$ cat config.mk
export PLATFORM = sky130hd
export DESIGN_NAME = ball_move_ctrl
export DESIGN_NICKNAME = d
export VERILOG_FILES = /design/src/rtl/ball_pkg.sv /design/src/rtl/key_dir_decode.sv /design/src/rtl/ball_move_ctrl.sv
export SDC_FILE = /design/constraint.sdc
export NUM_CORES = 1
export LEC_CHECK = 0
export BUFFER_PORTS_ARGS = -buffer_cell sky130_fd_sc_hd__buf_2
export CAP_MARGIN = 10
export CORE_MARGIN = 5
export CORE_UTILIZATION = 53
export CTS_CLUSTER_DIAMETER = 30
export CTS_CLUSTER_SIZE = 14
export DETAILED_ROUTE_END_ITERATION = 12
export PLACE_DENSITY_LB_ADDON = 0.15
export SYNTH_ARGS = -nofsm -noshare
export SYNTH_HDL_FRONTEND = slang
export SYNTH_SLANG_ARGS = --single-unit
$ cat constraint.sdc
create_clock -name Clk -period 2.5 [get_ports Clk]
set_input_delay 0.25 -clock Clk [delete_from_list [all_inputs] [get_ports Clk]]
set_output_delay 0.25 -clock Clk [all_outputs]
set_load 0.02 [all_outputs]
$ cat src/rtl/ball_pkg.sv
`default_nettype none
// ============================================================================
// Module      : ball_pkg
// Description : Shared types and keycode constants for ball movement control.
// Revision    : 1.0 - initial release
// ============================================================================
package ball_pkg;

  typedef enum logic [2:0] {
    NONE  = 3'd0,
    LEFT  = 3'd1,
    RIGHT = 3'd2,
    UP    = 3'd3,
    DOWN  = 3'd4
  } dir_t;

  typedef enum logic [1:0] {
    IDLE   = 2'd0,
    EVAL   = 2'd1,
    COMMIT = 2'd2
  } move_state_t;

  localparam logic [7:0] KEY_A = 8'h04;
  localparam logic [7:0] KEY_D = 8'h07;
  localparam logic [7:0] KEY_S = 8'h16;
  localparam logic [7:0] KEY_W = 8'h1A;

endpackage
`default_nettype wire

$ cat src/rtl/key_dir_decode.sv
`default_nettype none
// ============================================================================
// Module      : key_dir_decode
// Description : Combinational HID keycode to movement direction mapping.
// Revision    : 1.0 - initial release
// ============================================================================
module key_dir_decode
  import ball_pkg::*;
(
  input  logic [7:0] keycode,
  output dir_t       dir
);

  always_comb begin
    dir = NONE;
    case (keycode)
      KEY_A:   dir = LEFT;
      KEY_D:   dir = RIGHT;
      KEY_S:   dir = DOWN;
      KEY_W:   dir = UP;
      default: dir = NONE;
    endcase
  end

endmodule
`default_nettype wire

$ cat src/rtl/ball_move_ctrl.sv
`default_nettype none
// ============================================================================
// Module      : ball_move_ctrl
// Description : Per-frame keyboard-driven ball movement with bounds clamping.
// Revision    : 1.0 - initial release
// ============================================================================
module ball_move_ctrl
  import ball_pkg::*;
#(
  parameter int X_START         = 320,
  parameter int Y_START         = 240,
  parameter int X_MIN           = 0,
  parameter int X_MAX           = 479,
  parameter int Y_MIN           = 0,
  parameter int Y_MAX           = 479,
  parameter int SIZE            = 10,
  parameter int STEP            = 1,
  parameter int FRAMES_PER_STEP = 1
) (
  input  logic       Clk,
  input  logic       Reset,
  input  logic       frame_tick,
  input  logic [7:0] keycode,
  output logic [9:0] BallX,
  output logic [9:0] BallY,
  output logic [9:0] BallS,
  output dir_t       dir,
  output logic       blocked,
  output logic       step_done
);

  localparam logic        [7:0]  c_frame_last = 8'(FRAMES_PER_STEP - 1);
  localparam logic signed [11:0] c_step       = 12'(STEP);
  localparam logic signed [11:0] c_x_lo       = 12'(X_MIN + SIZE);
  localparam logic signed [11:0] c_x_hi       = 12'(X_MAX - SIZE);
  localparam logic signed [11:0] c_y_lo       = 12'(Y_MIN + SIZE);
  localparam logic signed [11:0] c_y_hi       = 12'(Y_MAX - SIZE);

  move_state_t              r_state, w_state_next;
  logic        [7:0]        r_frame_cnt;
  dir_t                     r_dir, w_key_dir;
  logic        [9:0]        r_cand_x, r_cand_y;
  logic                     r_clamp;
  logic        [9:0]        r_ball_x, r_ball_y;
  logic                     r_blocked, r_step_done;

  logic                     w_tick_accept, w_step_start;
  logic                     w_latch_dir, w_load_cand, w_commit;
  logic signed [11:0]       w_pos_x, w_pos_y, w_try_x, w_try_y, w_next_x, w_next_y;
  logic                     w_clamp_x, w_clamp_y;
  logic                     w_unused_hi;

  key_dir_decode u_key_dir_decode (
    .keycode (keycode),
    .dir     (w_key_dir)
  );

  // Ticks outside IDLE are dropped entirely, including the divider.
  assign w_tick_accept = frame_tick && (r_state == IDLE);
  assign w_step_start  = w_tick_accept && (r_frame_cnt == c_frame_last);

  always_ff @(posedge Clk) begin
    if (Reset) begin
      r_state <= IDLE;
    end else begin
      r_state <= w_state_next;
    end
  end

  always_comb begin
    w_state_next = r_state;
    case (r_state)
      IDLE:    if (w_step_start) w_state_next = EVAL;
      EVAL:    w_state_next = COMMIT;
      COMMIT:  w_state_next = IDLE;
      default: w_state_next = IDLE;
    endcase
  end

  always_comb begin
    w_latch_dir = 1'b0;
    w_load_cand = 1'b0;
    w_commit    = 1'b0;
    case (r_state)
      IDLE:    w_latch_dir = w_step_start;
      EVAL:    w_load_cand = 1'b1;
      COMMIT:  w_commit    = 1'b1;
      default: ;
    endcase
  end

  // Signed 12-bit candidate so a step below zero cannot wrap past the clamp.
  always_comb begin
    w_pos_x = signed'({2'b00, r_ball_x});
    w_pos_y = signed'({2'b00, r_ball_y});
    w_try_x = w_pos_x;
    w_try_y = w_pos_y;
    case (r_dir)
      LEFT:    w_try_x = w_pos_x - c_step;
      RIGHT:   w_try_x = w_pos_x + c_step;
      UP:      w_try_y = w_pos_y - c_step;
      DOWN:    w_try_y = w_pos_y + c_step;
      default: ;
    endcase

    w_next_x  = w_try_x;
    w_clamp_x = 1'b0;
    if ((r_dir == LEFT) || (r_dir == RIGHT)) begin
      if (w_try_x < c_x_lo) begin
        w_next_x  = c_x_lo;
        w_clamp_x = 1'b1;
      end else if (w_try_x > c_x_hi) begin
        w_next_x  = c_x_hi;
        w_clamp_x = 1'b1;
      end
    end

    w_next_y  = w_try_y;
    w_clamp_y = 1'b0;
    if ((r_dir == UP) || (r_dir == DOWN)) begin
      if (w_try_y < c_y_lo) begin
        w_next_y  = c_y_lo;
        w_clamp_y = 1'b1;
      end else if (w_try_y > c_y_hi) begin
        w_next_y  = c_y_hi;
        w_clamp_y = 1'b1;
      end
    end
  end

  assign w_unused_hi = ^{w_next_x[11:10], w_next_y[11:10]};

  always_ff @(posedge Clk) begin
    if (Reset) begin
      r_frame_cnt <= 8'd0;
      r_dir       <= NONE;
      r_cand_x    <= 10'(X_START);
      r_cand_y    <= 10'(Y_START);
      r_clamp     <= 1'b0;
      r_ball_x    <= 10'(X_START);
      r_ball_y    <= 10'(Y_START);
      r_blocked   <= 1'b0;
      r_step_done <= 1'b0;
    end else begin
      if (w_tick_accept) begin
        r_frame_cnt <= w_step_start ? 8'd0 : r_frame_cnt + 8'd1;
      end
      if (w_latch_dir) begin
        r_dir <= w_key_dir;
      end
      if (w_load_cand) begin
        r_cand_x <= w_next_x[9:0];
        r_cand_y <= w_next_y[9:0];
        r_clamp  <= w_clamp_x | w_clamp_y;
      end
      r_step_done <= w_commit;
      if (w_commit) begin
        r_ball_x  <= r_cand_x;
        r_ball_y  <= r_cand_y;
        r_blocked <= r_clamp;
      end
    end
  end

  assign BallX     = r_ball_x;
  assign BallY     = r_ball_y;
  assign BallS     = 10'(SIZE);
  assign dir       = r_dir;
  assign blocked   = r_blocked;
  assign step_done = r_step_done;

endmodule
`default_nettype wire

==> impl_results.md, run 1 <==
- Status: complete, but fails checks
- Failing checks: negative setup slack
- Starting Density: 55.23%
- Synth warnings: 0
- Post-Route Utilization: 69.80%
- TritonRoute pass-1 iters: 4
- First-pass GRT wire length: 14960 um
- Filler cell count: 536
- Clk sinks: 56
- Slowest CP cell: or4_4
- Vias in the first global route: 3186
- Core area: 6422 um^2
- Crit path top cell by count: or4_4
- Distinct cells, synth: 71
- Startpoint types: register
- Most frequent cells in the layout: 68 x nand2_1, 56 x buf_4, 43 x dfxtp_1
- Mapped cell area: 3547 um^2
- Final ANT Viol Nets: 0
- Die Area: 8429 um^2
- Async SR Flop Fraction: 0%
- Synth Instances: 446
- Worst Path Buf+Inv: 0
- FF-to-FF End: r_cand_x[9]
- H-tree depth: 2
- CP endpoint kind: register
- Initial antenna violation count: 0
- Worst Max-Slew Pin Slew: 0.8105 ns
- Largest net degree at the start of global routing: 46
- Global route overflow: 0
- Hold Path End: r_frame_cnt[1]
- Clk Latency, worst-skew pair: 0.31 ns
- N_diodes: 0
- CP max stage delay: 0.58 ns
- Worst relative slew slack: 45.96%
- Area growth from synthesis to layout: 26.38%
- Routed WL: 9423 um
- Syn Area/Cell: 7.953 um^2
- Port bufs: 35
- Post-placement cell count: 580
- Clock transition at path regs: 0.10 ns
- Skew final: 0.01140 ns
- Die Y: 91.81 um
- Top_reg_cell synth: dfxtp_1
- Placed inst area: 4065 um^2
- Hold path cells: 4
- Reg2Reg Setup Slack: -0.08 ns
- HPWL Detailed: 6846 um
- Design area: 4483 um^2
- Leakage: 1.740 nW
- Setup TNS: -0.4334 ns
- Worst Path Required: 2.71 ns
- Ports: 46
- CP max FO: 5
- GP Congestion: 0.8476
- CTS Buf Count: 5
- Period minus WS final: 2.581 ns
- DRC viols: 0
- Final Max Slew Viols: 0
- Seq cells post-synth: 56
- FMAX: 387.5 MHz
- Tcrit/Tclk final: 103.2%
- RSZ-0062 raised after global routing: true
- Longest Clk Path Bufs: 2
- Overall Power: 1.929 mW
- Post-DR vias/cell: 5.789
- Initial DRC count: 190
- CTS tree: yes
- Part of the Yosys area used for sequential elements: 31.60%
- Max cap viols: 0
- Via count: 3479
- Dpl ws: -0.1156 ns
- Hold Path Class: in2reg
- Setup CP Type: reg2reg
- Layout Cells excl Fill: 601
- Final WS setup: -0.08076 ns
- Row Count: 29
- VDD IR max: 0.3729 mV
- Total GRT Usage: 21.07%
- Worst-case reg-to-reg path depth: 8
- Commonest non-fill, non-tap cell in the layout: nand2_1
- Post-synth EDFFs: 0
- Chip width: 91.81 um
- Wire length per cell: 15.68 um
- Worst-path cell chain: or4_4, nor2_4, xnor2_1, mux2i_1, or4_4, o211ai_4, nor2_2, a32o_1
- Worst r2r src: dir[2]
- Clock Tree Root: clkbuf_8
- Cell family with most CP delay: simple AND/OR/NAND/NOR gates
- Critical Path AT: 2.79 ns
- Final Hold Viols: 0
- PwrDens: 430.2 nW/um^2
- Fin Hold WS: 0.2328 ns
- Layout cells sized above 1: 32.44%
- Hold path start: frame_tick
- Final layout net count: 540
- # setup viols final: 9
-- flip-flops by register name, summed over array words and instances, names as in the netlist --
| name | flops |
|---|---|
| BallX | 10 |
| BallY | 10 |
| blocked | 1 |
| dir | 3 |
| r_cand_x | 10 |
| r_cand_y | 10 |
| r_clamp | 1 |
| r_frame_cnt | 8 |
| r_state | 2 |
| step_done | 1 |
-- kinds of logic after synthesis --
logic type	after synthesis	share of synthesized area, %
and+or+nand+nor	205	31.99
adders and majority gates	6	2.116
DFF	56	31.61
muxes	5	1.411
other	2	0.2117
AOI/OAI and AO/OA	107	21.02
buffers and inverters	48	7.231
xor gates and xnor gates	17	4.409
-- final cells by class --
cell class	instances	area, um^2	share of cell area (%)
clock buffer	7	97.59	2.177
inverter	12	45.04	1.005
clock inverter	1	8.758	0.1954
timing repair buffer	98	683.2	15.24
sequential	56	1160	25.87
tap	77	96.34	2.149
multi-input combinational	350	2392	53.36
-- layer usage --
layer	vias to the layer above	wire, um	global-route usage [%]
li1	1740	-	-
met1	1667	4135	26.79
met2	59	4865	38.16
met3	13	306	2.291
met4	0	116	5.074
met5	-	0	0
-- where the power goes --
group / switching [mW] / internal [mW]
Combinational: 0.238 / 0.181
Clock: 0.290 / 0.263
Sequential: 0.0361 / 0.920
-- Yosys cell counts, types with 4 or more instances --
cell        n  area share (%)
a31oi_1     4            0.71
buf_2       7            0.99
nand2_1    68             7.2
and3b_1     4            0.99
or4_4       4             1.3
nor2_1     36             3.8
nand3_1     9             1.3
clkbuf_1   15             1.6
o21ai_0    17             2.4
ha_1        6             2.1
dfxtp_1    56              32
nand4_1     9             1.6
a221oi_1    5             1.2
xor2_1     10             2.5
xnor2_1     6             1.5
a21oi_1    39             5.5
mux2i_1     5             1.4
nand4bb_1   4             1.3
nand2b_1    8             1.4
inv_1      11             1.2
buf_6       4             1.3
buf_4      10             2.1
and3_1      5            0.88
nor3_1     10             1.4
o21a_1      4            0.85
or3_1       8             1.4
nand3b_1    9             1.9
-- worst register-to-register path: cells and delay by family (launching register included) --
kind            cells  cell delay [ns]
simple gates        4             1.32
compound gates      2             0.53
flops               1             0.37
xor+xnor            1             0.14
mux                 1             0.12
-- worst max path at each step --
stage          startpoint     endpoint  slack (ns)  cells after the start
2_1_floorplan    BallY[1]  r_cand_y[5]       -0.01                     11
3_3_place_gp       dir[0]  r_cand_y[4]       -0.08                      9
3_5_place_dp       dir[0]  r_cand_y[4]       -0.12                      9
4_1_cts            dir[0]  r_cand_y[1]       0.003                      9
5_1_grt            dir[2]      r_clamp       -0.17                      8
6_report           dir[2]  r_cand_x[9]       -0.08                      8
-- what timing repair did --
item,CTS,global route
pin swaps,8,11
resized for setup,10,45
buffers inserted,3,10
cloned,0,0
endpoints found under the setup margin,14,21
hold buffers,0,0
No activity file was read; power rests on OpenSTA's default activity.
==> run 2: changes to the inputs <==
Settings changed: CORE_UTILIZATION 53 to 55, SETUP_SLACK_MARGIN set to 0.4.
Clock period 2.5 ns to 3.14 ns, I/O delays scaled along.
==> run 2 against run 1 <==
  * The flow now finishes without violations
  * Hold slack gained 0.049 ns
  * Core utilization down 6.6 points
  * Global-route usage decreased by 0.73 points
  * Power down 24%
  * Routed wire length decreased by 8.0%
  * Critical path depth is the same
  * Die area down 3.3%
  * Sequential share of layout area grew 2.8 points
  * Clock power decreased by 25%
  * Final cell count shrank 7.7%
  * Non-clock buffer count down 47
  * Critical endpoint is now r_cand_x[5]
  * Largest cell class unchanged
  * Largest power group unchanged
  * Highest routed layer unchanged
==> impl_results.md, run 2 (synthesis gave the netlist of run 1 again) <==
- Status: finished clean
- # setup viols final: 0
- Longest Clk Path Bufs: 2
- N_diodes: 0
- Starting Density: 56.18%
- Vias in the first global route: 3001
- Initial DRC count: 184
- Met2 WL: 3998 um
- H-tree depth: 2
- First-pass GRT wire length: 14170 um
- Clock transition at path regs: 0.10 ns
- Met3 WL: 483 um
- Hold path cells: 3
- Met1 wire length: 4084 um
- CTS Hold Bufs: 0
- PwrDens: 366.2 nW/um^2
- CP endpoint kind: register
- Post-placement cell count: 538
- Worst Max-Slew Pin Slew: 0.9221 ns
- CTS tree: yes
- Period minus WS final: 2.661 ns
- Layout Cells excl Fill: 555
- Setup CP Type: reg2reg
- RSZ-0062 raised after global routing: false
- Clock Tree Root: clkbuf_8
- Leakage: 1.477 nW
- Chip width: 90.31 um
- Placed inst area: 3697 um^2
- Post-DR vias/cell: 5.959
- Initial antenna violation count: 0
- Top Metal Used: met4
- Global route overflow: 0
- TritonRoute pass-1 iters: 5
- Routed WL: 8668 um
- Row Count: 29
- Final Hold Viols: 0
- Tcrit/Tclk final: 84.75%
- Ports: 46
- Final layout net count: 494
- Clk sinks: 56
- CTS Buf Count: 5
- Setup TNS: 0 ns
- Final ANT Viol Nets: 0
- Die Area: 8155 um^2
- FMAX: 375.8 MHz
- Hold Path End: dir[1]
- Dpl ws: 0.2705 ns
- Max cap viols: 0
- Commonest non-fill, non-tap cell in the layout: nand2_1
- Reg2Reg Setup Slack: 0.48 ns
- Final WS setup: 0.4788 ns
- Filler cell count: 580
- VDD IR max: 0.2556 mV
- Skew final: 0.01339 ns
- Hold path start: keycode[1]
- Final Max Slew Viols: 0
- HPWL Detailed: 6419 um
- Core area: 6314 um^2
- Wire length per cell: 15.62 um
- Startpoint types: register
- Layout cells sized above 1: 22.59%
- Area growth from synthesis to layout: 12.52%
- Clk Latency, worst-skew pair: 0.32 ns
- DRC viols: 0
- Port bufs: 35
- Worst Path Required: 3.35 ns
- FF-to-FF End: r_cand_x[5]
- Via count: 3307
- Multi-input gate area: 2316 um^2
- Total GRT Usage: 20.34%
- CP max FO: 12
- Worst r2r src: dir[2]
- Hold Path Class: in2reg
- GP Congestion: 0.8637
- Worst-case reg-to-reg path depth: 8
- Largest net degree at the start of global routing: 24
- Worst relative slew slack: 38.53%
- Design area: 3991 um^2
- Register Area: 1145 um^2
- Most frequent cells in the layout: 67 x nand2_1, 43 x dfxtp_1, 39 x a21oi_1
- Critical Path AT: 2.87 ns
- Die Y: 90.31 um
- Fin Hold WS: 0.2815 ns
run 2: cell count changes in the layout (fill, tap and decap cells not counted), moves of 2 or more:
cell | previous run | this run
dfxtp_4 | 9 | 3
a21oi_1 | 37 | 39
nor2_2 | 3 | 1
a21oi_2 | 2 | 0
o21ai_2 | 4 | 1
dfxtp_2 | 4 | 10
o21ai_0 | 10 | 17
nor2_1 | 34 | 36
buf_6 | 6 | 0
o21ai_1 | 5 | 1
buf_4 | 56 | 16
run 2: final cells by class:
class	count	area share, %
Clock buffer	5	1.724
Clock inverter	3	0.6270
Inverter	12	1.129
Multi-Input combinational cell	351	58.03
Sequential cell	56	28.68
Tap cell	77	2.414
Timing Repair Buffer	51	7.398
run 2: power breakdown:
group          switching [mW]  leakage [nW]  internal (mW)
registers              0.0349         0.460          0.737
clock network           0.252        0.0452          0.163
logic                   0.170         0.972          0.105
run 2: repair_timing:
action	CTS	global route
cloned	0	1
pin swaps	0	6
endpoints found under the setup margin	13	17
buffers inserted	0	8
resized for setup	7	25
run 2: worst max-delay path by stage:
stage	startpoint	end	slack (ns)	cells after the start
2_1_floorplan	BallY[0]	r_cand_y[5]	0.41	11
3_3_place_gp	dir[1]	r_cand_y[4]	0.29	8
3_5_place_dp	dir[1]	r_cand_y[5]	0.27	8
6_report	dir[2]	r_cand_x[5]	0.48	8
5_1_grt	dir[2]	r_clamp	0.40	8
4_1_cts	BallY[1]	r_cand_y[5]	0.41	10
run 2: routing by layer:
metal  vias up  global-route usage [%]
met1      1556                   27.33
met3        12                   4.000
met5         -                       0
met4         0                   5.335
met2        93                   33.35
li1       1646                       -
run 2: worst max-delay path: stages (launching register included):
cell	delay (ns)
dfxtp_4	0.40
or4_4	0.59
nor2_4	0.14
xnor2_1	0.15
mux2i_2	0.13
or4_4	0.54
o211ai_4	0.26
nor2_1	0.09
a32o_1	0.25
run 2: metrics by stage:
stage	utilization (%)	total power, mW
2_1_floorplan	-	0.9834
3_3_place_gp	58.56	1.036
3_5_place_dp	58.56	1.041
4_1_cts	60.56	1.456
5_1_grt	63.22	1.531
6_report	63.22	1.462
==> run 3: changes to the inputs <==
Clock period 3.14 ns to 2.5 ns, I/O delays scaled along.
==> run 3 against run 2 <==
  * The flow now finishes with violations (negative setup slack)
  * Global-route usage increased by 1.7 points
  * Clock-buffer cell count stayed put
  * Via count up 3.8%
  * Routed wire length grew 7.5%
==> impl_results.md, run 3 (synthesis gave the netlist of run 1 again) <==
- H-tree depth: 2
- Status: complete, but fails checks
- Largest net degree at the start of global routing: 31
- Port bufs: 35
- Ports: 46
- Layout Cells excl Fill: 595
- Worst relative slew slack: 53.32%
- First-pass GRT wire length: 15280 um
- Fin Hold WS: 0.2304 ns
- Skew final: 0.01222 ns
- Crit path top cell by count: or4_4
- Area growth from synthesis to layout: 24.59%
- Initial DRC count: 146
- Global route overflow: 0
- Post-Route Utilization: 70.00%
- VDD IR max: 0.3473 mV
- PwrDens: 423.4 nW/um^2
- Tcrit/Tclk final: 100.7%
- Clk Latency, worst-skew pair: 0.31 ns
- DRC viols: 0
- Chip width: 90.31 um
- Hold Path Class: in2reg
- CTS Buf Count: 5
- Via count: 3433
- GP Congestion: 0.8904
- Critical Path AT: 2.73 ns
- Initial antenna violation count: 0
- CP max stage delay: 0.58 ns
- Row Count: 29
- CP endpoint kind: register
- Period minus WS final: 2.517 ns
- Starting Density: 56.18%
- Layout cells sized above 1: 33.40%
- Worst Path Required: 2.71 ns
- Reg2Reg Setup Slack: -0.02 ns
- Final Max Slew Viols: 0
- Slowest CP cell: or4_4
- # setup viols final: 2
- Commonest non-fill, non-tap cell in the layout: nand2_1
- Vias in the first global route: 3255
- FMAX: 397.4 MHz
- Most frequent cells in the layout: 67 x nand2_1, 54 x buf_4, 42 x dfxtp_1
- Setup CP Type: reg2reg
- Die Area: 8155 um^2
- Final layout net count: 534
- CTS tree: yes
- Routed WL: 9317 um
- Failing checks: negative setup slack
- HPWL Detailed: 6899 um
- Longest Clk Path Bufs: 2
- Total GRT Usage: 22.00%
- Final ANT Viol Nets: 0
- Startpoint types: register
- N_diodes: 0
- Post-placement cell count: 574
- Clock transition at path regs: 0.11 ns
- Core area: 6314 um^2
- Clock Tree Root: clkbuf_8
- Worst-path cell chain: or4_4, nor4_4, a31o_1, mux2i_1, or4_4, o211ai_4, nor2_2, a32o_1
- Max cap viols: 0
- Wire length per cell: 15.66 um
- Die Y: 90.31 um
- Final WS setup: -0.01659 ns
- CTS Hold Bufs: 0
- Post-DR vias/cell: 5.770
- RSZ-0062 raised after global routing: true
- Leakage: 1.694 nW
- Worst Max-Slew Pin Slew: 0.7002 ns
- Final Hold Viols: 0
- CP max FO: 7
- TritonRoute pass-1 iters: 4
- Clk sinks: 56
run 3: changes by cell type in the layout (fill, tap and decap cells not counted), moves of 3 or more:
cell / previous run / this run
a21oi_2: 0 / 9
dfxtp_4: 3 / 6
buf_6: 0 / 3
nor2_1: 36 / 33
nor2_2: 1 / 4
a21oi_1: 39 / 30
buf_4: 16 / 54
o21ai_2: 1 / 4
o21ai_0: 17 / 9
o21ai_1: 1 / 6
run 3: cell type report:
class | instances | area (um^2)
multi-input combinational | 350 | 2415
fill | 516 | 1894
sequential | 56 | 1154
timing repair buffer | 92 | 614.3
tap | 77 | 96.34
clock buffer | 5 | 68.82
inverter | 12 | 50.05
clock inverter | 3 | 21.27
run 3: through the flow:
step / setup slack [ns] / setup TNS, ns / cell area, um^2 / total power [mW]
4_1_cts: 0.01596 / 0 / 4292 / 1.866
3_3_place_gp: 0.02942 / 0 / 4080 / 1.339
5_1_grt: -0.1128 / -1.347 / 4419 / 1.969
6_report: -0.01659 / -0.01850 / 4419 / 1.871
2_1_floorplan: 0.002409 / 0 / 3714 / 1.245
3_5_place_dp: -0.04989 / -0.1704 / 4080 / 1.349
run 3: power by group:
group | internal [mW] | switching [mW] | total [mW] | leakage [nW]
Combinational | 0.165 | 0.236 | 0.401 | 1.19
Sequential | 0.922 | 0.0355 | 0.958 | 0.462
Clock | 0.200 | 0.312 | 0.512 | 0.0445
run 3: critical path: cells and delay by family (launching register included):
kind / cells / cell delay, ns
compound gates: 3 / 0.63
flops: 1 / 0.37
mux: 1 / 0.09
simple gates: 4 / 1.34
run 3: repair_timing:
item	CTS	global route
setup buffers	9	4
gates resized for setup	12	24
setup endpoints to repair	21	21
endpoints found under the hold margin	0	0
pin swaps	8	11
run 3: layer usage:
metal	track usage, %	part of all wire, %	vias up
met3	3.583	3.6	16
met2	39.70	51	57
met5	0	0	-
met4	5.087	1.5	0
met1	27.22	43	1644
li1	-	-	1716
run 3: path summary, 6_finish.rpt:
path | start | endpoint | cells past startpoint
setup / recovery | dir[2] | r_cand_x[9] | 8
hold / removal | frame_tick | r_frame_cnt[1] | 4
setup reg to reg | dir[2] | r_cand_x[9] | 8
hold reg to reg | r_cand_x[0] | BallX[0] | 2
